===== src/rtl/lsu_mem_arbiter_if.sv =====
// rtl/lsu_mem_arbiter_if.sv - LSU request/response and shared memory port bundle
interface lsu_mem_arbiter_if #(
    parameter int NUM_LSUS  = 4,
    parameter int ADDR_BITS = 8,
    parameter int DATA_BITS = 16
);
    logic [NUM_LSUS-1:0]           lsu_read_valid;
    logic [NUM_LSUS*ADDR_BITS-1:0] lsu_read_address;
    logic [NUM_LSUS-1:0]           lsu_read_ready;
    logic [DATA_BITS-1:0]          lsu_read_data;
    logic [NUM_LSUS-1:0]           lsu_write_valid;
    logic [NUM_LSUS*ADDR_BITS-1:0] lsu_write_address;
    logic [NUM_LSUS*DATA_BITS-1:0] lsu_write_data;
    logic [NUM_LSUS-1:0]           lsu_write_ready;

    logic                          mem_read_valid;
    logic [ADDR_BITS-1:0]          mem_read_address;
    logic                          mem_read_ready;
    logic [DATA_BITS-1:0]          mem_read_data;
    logic                          mem_write_valid;
    logic [ADDR_BITS-1:0]          mem_write_address;
    logic [DATA_BITS-1:0]          mem_write_data;
    logic                          mem_write_ready;

    modport master (
        input  lsu_read_valid, lsu_read_address, lsu_write_valid, lsu_write_address,
               lsu_write_data, mem_read_ready, mem_read_data, mem_write_ready,
        output lsu_read_ready, lsu_read_data, lsu_write_ready, mem_read_valid,
               mem_read_address, mem_write_valid, mem_write_address, mem_write_data
    );

    modport slave (
        output lsu_read_valid, lsu_read_address, lsu_write_valid, lsu_write_address,
               lsu_write_data, mem_read_ready, mem_read_data, mem_write_ready,
        input  lsu_read_ready, lsu_read_data, lsu_write_ready, mem_read_valid,
               mem_read_address, mem_write_valid, mem_write_address, mem_write_data
    );
endinterface


===== src/rtl/lsu_mem_arbiter.sv =====
// rtl/lsu_mem_arbiter.sv - round-robin arbiter sharing one data-memory port among LSUs
module lsu_mem_arbiter #(
    parameter int NUM_LSUS  = 4,
    parameter int ADDR_BITS = 8,
    parameter int DATA_BITS = 16,
    localparam int GIDX_BITS = $clog2(NUM_LSUS)
) (
    input  logic                 clk,
    input  logic                 reset,
    lsu_mem_arbiter_if.master    bus,
    output logic                 busy,
    output logic [GIDX_BITS-1:0] grant_idx
);
    typedef enum logic [1:0] {IDLE, READ_WAIT, WRITE_WAIT, DONE} state_t;

    localparam logic [GIDX_BITS:0]   NUM_W    = (GIDX_BITS+1)'(NUM_LSUS);
    localparam logic [GIDX_BITS-1:0] LAST_IDX = GIDX_BITS'(NUM_LSUS - 1);

    state_t                 state_q, state_d;
    logic [GIDX_BITS-1:0]   rr_ptr_q, rr_ptr_d;
    logic [GIDX_BITS-1:0]   grant_idx_q, grant_idx_d;
    logic                   busy_q, busy_d;
    logic                   mem_read_valid_q, mem_read_valid_d;
    logic [ADDR_BITS-1:0]   mem_read_address_q, mem_read_address_d;
    logic                   mem_write_valid_q, mem_write_valid_d;
    logic [ADDR_BITS-1:0]   mem_write_address_q, mem_write_address_d;
    logic [DATA_BITS-1:0]   mem_write_data_q, mem_write_data_d;
    logic [NUM_LSUS-1:0]    lsu_read_ready_q, lsu_read_ready_d;
    logic [NUM_LSUS-1:0]    lsu_write_ready_q, lsu_write_ready_d;
    logic [DATA_BITS-1:0]   lsu_read_data_q, lsu_read_data_d;

    logic                   found;
    logic [GIDX_BITS-1:0]   sel;
    logic [GIDX_BITS:0]     cand;

    // First requester at or after rr_ptr, wrapping modulo NUM_LSUS.
    always_comb begin
        found = 1'b0;
        sel   = '0;
        cand  = '0;
        for (int k = 0; k < NUM_LSUS; k++) begin
            cand = {1'b0, rr_ptr_q} + (GIDX_BITS+1)'(k);
            if (cand >= NUM_W) cand = cand - NUM_W;
            if (!found && (bus.lsu_read_valid[cand[GIDX_BITS-1:0]] ||
                           bus.lsu_write_valid[cand[GIDX_BITS-1:0]])) begin
                found = 1'b1;
                sel   = cand[GIDX_BITS-1:0];
            end
        end
    end

    always_comb begin
        state_d             = state_q;
        rr_ptr_d            = rr_ptr_q;
        grant_idx_d         = grant_idx_q;
        mem_read_valid_d    = mem_read_valid_q;
        mem_read_address_d  = mem_read_address_q;
        mem_write_valid_d   = mem_write_valid_q;
        mem_write_address_d = mem_write_address_q;
        mem_write_data_d    = mem_write_data_q;
        lsu_read_ready_d    = '0;
        lsu_write_ready_d   = '0;
        lsu_read_data_d     = lsu_read_data_q;

        case (state_q)
            IDLE: begin
                if (found) begin
                    grant_idx_d = sel;
                    // A simultaneous read and write from one LSU takes the read first.
                    if (bus.lsu_read_valid[sel]) begin
                        mem_read_valid_d   = 1'b1;
                        mem_read_address_d = bus.lsu_read_address[sel*ADDR_BITS +: ADDR_BITS];
                        state_d            = READ_WAIT;
                    end else begin
                        mem_write_valid_d   = 1'b1;
                        mem_write_address_d = bus.lsu_write_address[sel*ADDR_BITS +: ADDR_BITS];
                        mem_write_data_d    = bus.lsu_write_data[sel*DATA_BITS +: DATA_BITS];
                        state_d             = WRITE_WAIT;
                    end
                end
            end
            READ_WAIT: begin
                if (bus.mem_read_ready) begin
                    mem_read_valid_d              = 1'b0;
                    lsu_read_data_d               = bus.mem_read_data;
                    lsu_read_ready_d[grant_idx_q] = 1'b1;
                    rr_ptr_d = (grant_idx_q == LAST_IDX) ? '0 : grant_idx_q + 1'b1;
                    state_d  = DONE;
                end
            end
            WRITE_WAIT: begin
                if (bus.mem_write_ready) begin
                    mem_write_valid_d              = 1'b0;
                    lsu_write_ready_d[grant_idx_q] = 1'b1;
                    rr_ptr_d = (grant_idx_q == LAST_IDX) ? '0 : grant_idx_q + 1'b1;
                    state_d  = DONE;
                end
            end
            DONE: begin
                state_d = IDLE;
            end
            default: begin
                state_d = IDLE;
            end
        endcase

        busy_d = (state_d != IDLE);
    end

    always_ff @(posedge clk) begin
        if (!reset) begin
            state_q             <= IDLE;
            rr_ptr_q            <= '0;
            grant_idx_q         <= '0;
            busy_q              <= 1'b0;
            mem_read_valid_q    <= 1'b0;
            mem_read_address_q  <= '0;
            mem_write_valid_q   <= 1'b0;
            mem_write_address_q <= '0;
            mem_write_data_q    <= '0;
            lsu_read_ready_q    <= '0;
            lsu_write_ready_q   <= '0;
            lsu_read_data_q     <= '0;
        end else begin
            state_q             <= state_d;
            rr_ptr_q            <= rr_ptr_d;
            grant_idx_q         <= grant_idx_d;
            busy_q              <= busy_d;
            mem_read_valid_q    <= mem_read_valid_d;
            mem_read_address_q  <= mem_read_address_d;
            mem_write_valid_q   <= mem_write_valid_d;
            mem_write_address_q <= mem_write_address_d;
            mem_write_data_q    <= mem_write_data_d;
            lsu_read_ready_q    <= lsu_read_ready_d;
            lsu_write_ready_q   <= lsu_write_ready_d;
            lsu_read_data_q     <= lsu_read_data_d;
        end
    end

    assign busy                  = busy_q;
    assign grant_idx             = grant_idx_q;
    assign bus.mem_read_valid    = mem_read_valid_q;
    assign bus.mem_read_address  = mem_read_address_q;
    assign bus.mem_write_valid   = mem_write_valid_q;
    assign bus.mem_write_address = mem_write_address_q;
    assign bus.mem_write_data    = mem_write_data_q;
    assign bus.lsu_read_ready    = lsu_read_ready_q;
    assign bus.lsu_write_ready   = lsu_write_ready_q;
    assign bus.lsu_read_data     = lsu_read_data_q;
endmodule


===== src/flat_wrapper.sv =====
// flat-port wrapper written by rule: the top's interface ports become plain ports
module lsu_mem_arbiter_flat 
#(
    parameter int NUM_LSUS  = 4,
    parameter int ADDR_BITS = 8,
    parameter int DATA_BITS = 16,
    localparam int GIDX_BITS = $clog2(NUM_LSUS)
)
  (clk, reset, busy, grant_idx, bus_lsu_read_valid, bus_lsu_read_address, bus_lsu_write_valid, bus_lsu_write_address, bus_lsu_write_data, bus_mem_read_ready, bus_mem_read_data, bus_mem_write_ready, bus_lsu_read_ready, bus_lsu_read_data, bus_lsu_write_ready, bus_mem_read_valid, bus_mem_read_address, bus_mem_write_valid, bus_mem_write_address, bus_mem_write_data);
  lsu_mem_arbiter_if #(.NUM_LSUS(NUM_LSUS), .ADDR_BITS(ADDR_BITS), .DATA_BITS(DATA_BITS)) bus_i ();
  input  logic clk;
  input  logic reset;
  output logic busy;
  output logic [GIDX_BITS-1:0] grant_idx;
  input wire logic [$bits(bus_i.lsu_read_valid)-1:0] bus_lsu_read_valid;
  input wire logic [$bits(bus_i.lsu_read_address)-1:0] bus_lsu_read_address;
  input wire logic [$bits(bus_i.lsu_write_valid)-1:0] bus_lsu_write_valid;
  input wire logic [$bits(bus_i.lsu_write_address)-1:0] bus_lsu_write_address;
  input wire logic [$bits(bus_i.lsu_write_data)-1:0] bus_lsu_write_data;
  input wire logic [$bits(bus_i.mem_read_ready)-1:0] bus_mem_read_ready;
  input wire logic [$bits(bus_i.mem_read_data)-1:0] bus_mem_read_data;
  input wire logic [$bits(bus_i.mem_write_ready)-1:0] bus_mem_write_ready;
  output wire logic [$bits(bus_i.lsu_read_ready)-1:0] bus_lsu_read_ready;
  output wire logic [$bits(bus_i.lsu_read_data)-1:0] bus_lsu_read_data;
  output wire logic [$bits(bus_i.lsu_write_ready)-1:0] bus_lsu_write_ready;
  output wire logic [$bits(bus_i.mem_read_valid)-1:0] bus_mem_read_valid;
  output wire logic [$bits(bus_i.mem_read_address)-1:0] bus_mem_read_address;
  output wire logic [$bits(bus_i.mem_write_valid)-1:0] bus_mem_write_valid;
  output wire logic [$bits(bus_i.mem_write_address)-1:0] bus_mem_write_address;
  output wire logic [$bits(bus_i.mem_write_data)-1:0] bus_mem_write_data;
  assign bus_i.lsu_read_valid = bus_lsu_read_valid;
  assign bus_i.lsu_read_address = bus_lsu_read_address;
  assign bus_i.lsu_write_valid = bus_lsu_write_valid;
  assign bus_i.lsu_write_address = bus_lsu_write_address;
  assign bus_i.lsu_write_data = bus_lsu_write_data;
  assign bus_i.mem_read_ready = bus_mem_read_ready;
  assign bus_i.mem_read_data = bus_mem_read_data;
  assign bus_i.mem_write_ready = bus_mem_write_ready;
  assign bus_lsu_read_ready = bus_i.lsu_read_ready;
  assign bus_lsu_read_data = bus_i.lsu_read_data;
  assign bus_lsu_write_ready = bus_i.lsu_write_ready;
  assign bus_mem_read_valid = bus_i.mem_read_valid;
  assign bus_mem_read_address = bus_i.mem_read_address;
  assign bus_mem_write_valid = bus_i.mem_write_valid;
  assign bus_mem_write_address = bus_i.mem_write_address;
  assign bus_mem_write_data = bus_i.mem_write_data;
  lsu_mem_arbiter #(.NUM_LSUS(NUM_LSUS), .ADDR_BITS(ADDR_BITS), .DATA_BITS(DATA_BITS)) u_core (.clk(clk), .reset(reset), .bus(bus_i), .busy(busy), .grant_idx(grant_idx));
endmodule

===== config.mk =====
export PLATFORM = sky130hd
export DESIGN_NAME = lsu_mem_arbiter_flat
export DESIGN_NICKNAME = d
export VERILOG_FILES = /design/src/rtl/lsu_mem_arbiter_if.sv /design/src/rtl/lsu_mem_arbiter.sv /design/src/flat_wrapper.sv
export SDC_FILE = /design/constraint.sdc
export NUM_CORES = 1
export LEC_CHECK = 0
export BUFFER_PORTS_ARGS = -buffer_cell sky130_fd_sc_hd__buf_2
export CORE_MARGIN = 2
export CORE_UTILIZATION = 39
export CTS_CLUSTER_SIZE = 24
export DETAILED_ROUTE_END_ITERATION = 12
export PLACE_DENSITY_LB_ADDON = 0.15
export SYNTH_ARGS = -nofsm -noshare
export SYNTH_HDL_FRONTEND = slang
export SYNTH_SLANG_ARGS = --single-unit

===== constraint.sdc =====
create_clock -name clk -period 2.3 [get_ports clk]
set_input_delay 0.345 -clock clk [delete_from_list [all_inputs] [get_ports clk]]
set_output_delay 0.345 -clock clk [all_outputs]
set_load 0.02 [all_outputs]

Word level (Yosys, flattened, before mapping)
Cells that the tools add are included.
Widths: inputs -> output; s select.
{"block": "classes", "bitwise": 1, "n_shift": 3, "n_addsub": 8, "magnitude_cmp": 11, "reduce_logical": 25, "n_mux": 49, "eq_ne": 9}
{"operator": "$shiftx 32x6->8", "count": 2}
{"operator": "$shiftx 64x7->16", "count": 1}
{"operator": "$mux 2", "count": 15}
{"operator": "$mux 1", "count": 20}
{"operator": "$bmux 1 s2", "count": 9}
{"operator": "$lt 2x3->1 const B", "count": 6}
{"operator": "$reduce_and 3->1", "count": 5}
{"operator": "$ge 3x3->1 const B", "count": 3}
{"operator": "$pmux 2 s4", "count": 1}
{"operator": "$reduce_and 4->1", "count": 2}
{"operator": "$reduce_bool 2->1", "count": 4}
{"operator": "$sub 2x1->2 const B", "count": 4}
{"operator": "$add 2x2->3 const B", "count": 2}
{"operator": "$eq 2x2->1 const B", "count": 3}
{"operator": "$ne 2x2->1 const B", "count": 3}
{"operator": "$logic_and 1x1->1", "count": 4}
{"operator": "$logic_or 1x1->1", "count": 4}
{"operator": "$ne 2x1->1 const B", "count": 2}
{"operator": "$pmux 1 s2", "count": 2}
{"operator": "$pmux 2 s2", "count": 1}
{"operator": "$reduce_and 2->1", "count": 2}
{"operator": "$add 2x1->3 const B", "count": 1}
{"operator": "$ge 2x3->1 const B", "count": 1}
{"operator": "$logic_not 1->1", "count": 3}
{"operator": "other kinds (6)", "count": 6}
{"block": "word_totals", "inputBits": 156, "wordCells": 118, "ff_bits": 65}

Logic depth before layout (Yosys ltp)
{"block": "depth", "word_depth": 21, "mapped_depth": 10}

Worst setup path after synthesis
No wires, ideal clock.
{"block": "synth_timing", "path_kind": "register to register", "from": "register u_core.rr_ptr_q[1]", "to": "register u_core.state_q[0]", "stages_incl_launch_ff": 11, "setup_ns": 0.120, "t_arrival_ns": 2.010, "path_slack_ns": 0.170, "t_required_ns": 2.180, "path_buffers": 4, "cell_sequence": "dfxtp_1 buf_6 nor3_2 a211oi_1 or3_1 buf_2 and3_4 buf_6 or2_1 buf_6 o31a_1"}
{"block": "synth_via", "elab_chain_len": 20, "word_cells_on_any_way": 54, "cone_classes": "add/sub: 7; order compare: 4; mux: 33; reduce/logical: 10"}
{"element": "start: declaration", "line": "lsu_mem_arbiter.sv:20", "rtl": "logic [GIDX_BITS-1:0] rr_ptr_q, rr_ptr_d;"}
{"element": "start signal: assignment", "line": "lsu_mem_arbiter.sv:126", "rtl": "rr_ptr_q <= rr_ptr_d;"}
{"element": "parallel branches: the longest is 18 deep, another holds $add 2x1->3"}
{"element": "$mux 2 (*)", "line": "lsu_mem_arbiter.sv:67", "rtl": "if (found) begin"}
{"element": "$pmux 2 s4 (*)", "line": "lsu_mem_arbiter.sv:65", "rtl": "case (state_q)"}
{"element": "end signal: assignment", "line": "lsu_mem_arbiter.sv:125", "rtl": "state_q <= state_d;"}
{"element": "end: declaration", "line": "lsu_mem_arbiter.sv:19", "rtl": "state_t state_q, state_d;"}
Mark *: on every way between the ends. The select of a mux whose other input is x is not followed.
A chain may end at the register's enable or synchronous reset.

Worst setup path in the final report
{"block": "layout_timing", "from": "register u_core.rr_ptr_q[0]", "to": "register u_core.mem_write_address_q[5], in the netlist u_core.bus.mem_write_address[5]"}
{"block": "layout_via", "elab_chain_len": 19, "word_cells_on_any_way": 54, "cone_classes": "add/sub: 7; order compare: 4; shift: 1; mux: 30; bitwise: 1; reduce/logical: 11"}
{"element": "parallel branches: the longest is 19 deep, another holds $add 2x1->3"}
{"element": "end signal: assignment", "line": "lsu_mem_arbiter.sv:132", "rtl": "mem_write_address_q <= mem_write_address_d;"}
{"element": "end: declaration", "line": "lsu_mem_arbiter.sv:26", "rtl": "logic [ADDR_BITS-1:0] mem_write_address_q, mem_write_address_d;"}
Parallel ways; which one is timed is not known. The select of a mux whose other input is x is not followed.

==> impl_metrics.json <==
{
  "status": "completed",
  "cts_tree": "done",
  "final_util": 0.570,
  "end_kind": "flop",
  "die_height_um": 97.7,
  "p_switching_w": 0.00172,
  "synth_largest_area_cell": "dfxtp_1",
  "layout_common_cells": "buf_2 (216), nand2_1 (109), mux2i_1 (67)",
  "synth_edf_count": 0,
  "track_usage": 0.211,
  "ys_warn_count": 0,
  "rows": 34,
  "clk_pin_slew_ns": 0.08,
  "dp_hpwl_um": 8010,
  "ir_worst_vdd_uv": 387,
  "place_congestion": 0.886,
  "synth_top_area_share": 0.380,
  "antenna_found_initial": 0,
  "slew_viol_final": 0,
  "drcViolationCount": 0,
  "clock_path_buffers": 2,
  "vias": 3724,
  "slew-limit-headroom": 0.648,
  "grt_max_degree": 39,
  "cp.required_ns": 2.57,
  "io_pins": 217,
  "internal_power_w": 0.00273,
  "fillCellCount": 829,
  "yosys-top-cells-area": "dfxtp_1 (38%), mux2i_1 (20%), nand2_1 (12%), a32o_1 (7.0%), a21oi_1 (2.9%)",
  "fin_setup_tns_ns": 0,
  "swShare": 0.387,
  "port_buffers": 216,
  "fmax_mhz": 466,
  "ys_seq_area_frac": 0.380,
  "finalCriticalPeriod_ns": 2.15,
  "drtAntennaViolNets": 0,
  "final.period_utilization": 0.933,
  "regArea_sq_mm": 0.00130,
  "cts.sinks": 65,
  "seq_power_share": 0.344,
  "path_class": "reg -> reg",
  "synth_ff_type": "dfxtp_1",
  "routed_via_density": 5.13,
  "overflow": 0,
  "synthesis.instances": 394,
  "use_met2": 0.388,
  "h-tree-depth": 3,
  "skew_ns": 0.0121,
  "ys_seq_elements": 65,
  "drive_gt1_frac": 0.424,
  "cts_root_buf": "clkbuf_8",
  "syn_area_sq_mm": 0.00342,
  "crit_arrival_ns": 2.42,
  "use_met1": 0.238,
  "drt_pre_antenna_iters": 4,
  "synthArstFlopShare": 0,
  "p_leak_nw": 2.38,
  "final_common_cell": "buf_2",
  "syn_to_final_growth_pct": 43.8,
  "avgSynthCellArea_sq_um": 8.69,
  "cap_viol_max_count": 0,
  "fp.dieArea_sq_mm": 0.00955,
  "nets": 773,
  "hold_viol": 0,
  "grt_pass1_wl_um": 16800,
  "start_util": 0.397,
  "hold_path_class": "in -> reg",
  "top_usage_layer": "met2",
  "grt_pass1_vias": 3858,
  "setup_viol": 0,
  "r2r_slack_ns": 0.15,
  "synth_fp_nets": 554,
  "total_power_w": 0.00444,
  "antenna_cells": 0,
  "powerDensity_mw_per_mm2": 903,
  "die_w_um": 97.7,
  "tightest_slew_ns": 0.527,
  "worstPathMaxFanout": 24,
  "startpoint_type": "flop",
  "clkPwrFrac": 0.217,
  "clk_latency_ns": 0.34,
  "numCtsBuffers": 9,
  "first_iter_violations": 61,
  "yosysUniqueCellTypes": 37,
  "multiInputGateArea_sq_mm": 0.00199,
  "wl_per_cell_um": 14.0,
  "cts_hold_buf": 0,
  "rsz0062_at_grt": "no",
  "pwr-share-comb": 0.438,
  "coreArea_sq_mm": 0.00864,
  "postRouteWirelength_um": 10200,
  "met3_usage": 0.0504
}
power by group through the flow:
| stage | logic (W) | clock network (W) | registers (W) |
|---|---|---|---|
| after global routing | 0.00212 | 0.00105 | 0.00156 |
| final | 0.00195 | 0.000966 | 0.00153 |
| after detailed placement | 0.00196 | 0 | 0.00155 |
| after floorplan | 0.000979 | 0 | 0.00183 |
| after CTS | 0.00197 | 0.000990 | 0.00153 |
| after global placement | 0.00192 | 0 | 0.00155 |
routing by layer:
metal,share of wire,wire length (um),up-vias
met5,0,0,-
met2,0.50,5030,167
li1,-,-,1842
met1,0.40,4110,1696
met4,0.022,224,0
met3,0.078,788,19
cells by family (layout without fill, tap and decap cells):
| group | after synthesis | count (layout) | synth area share |
|---|---|---|---|
| and+or+nand+nor | 159 | 159 | 0.206 |
| muxes | 67 | 67 | 0.196 |
| AOI/OAI and AO/OA | 66 | 66 | 0.156 |
| DFF | 65 | 65 | 0.380 |
| buffers and inverters | 33 | 257 | 0.0471 |
| adders and majority gates | 4 | 4 | 0.0146 |
flip-flops by register name, summed over array words and instances, names as in the netlist:
signal / cells
u_core.bus.lsu_read_data: 16
u_core.bus.mem_write_data: 16
u_core.bus.mem_read_address: 8
u_core.bus.mem_write_address: 8
u_core.bus.lsu_read_ready: 4
u_core.bus.lsu_write_ready: 4
u_core.grant_idx: 2
u_core.rr_ptr_q: 2
u_core.state_q: 2
u_core.bus.mem_read_valid: 1
u_core.bus.mem_write_valid: 1
u_core.busy: 1
path summary, 6_finish.rpt:
check                                   start                              end  depth (start not counted)
setup / recovery           u_core.rr_ptr_q[0]  u_core.bus.mem_write_address[5]                          7
hold / removal          bus_mem_read_data[12]     u_core.bus.lsu_read_data[12]                          3
setup reg to reg           u_core.rr_ptr_q[0]  u_core.bus.mem_write_address[5]                          7
hold reg to reg   u_core.bus.lsu_read_data[5]      u_core.bus.lsu_read_data[5]                          2
repair_timing:
item,in CTS,in global routing
resized for setup,0,2
buffers inserted,0,0
endpoints found under the setup margin,0,25
cells in the mapped netlist, types with 8 or more instances:
cell type / instances
a21oi_1: 20
a32o_1: 24
a41o_1: 8
and3_1: 8
buf_2: 12
clkbuf_1: 14
dfxtp_1: 65
mux2i_1: 67
nand2_1: 109
nor2_1: 9
nor3_1: 13
final cells by class:
class | instances | share of cell area
multi-input cells | 296 | 0.404
flip-flops and latches | 65 | 0.264
repair buffers | 237 | 0.262
clock buffers | 11 | 0.0287
well taps | 108 | 0.0274
clock inverters | 5 | 0.0112
inverters | 4 | 0.00305
worst max-delay path: stages (launching register included):
cell and delay (ns):
dfxtp_1 0.38, or3b_1 0.41, nand2_1 0.13, mux2i_1 0.30, and4_2 0.34, o21a_1 0.17, buf_12 0.18, a32o_1 0.17
through the flow:
step	hold WS [ns]	setup slack, ns	instance area (sq um)	instances
floorplan	0.481	0.170	3420	394
global placement	0.438	0.0868	4730	710
detailed placement	0.444	0.0484	4730	710
CTS	0.232	0.158	4920	726
global route	0.237	0.0149	4920	726
finish	0.246	0.155	4920	726
Note: power is estimated with default switching activity, not from simulation.
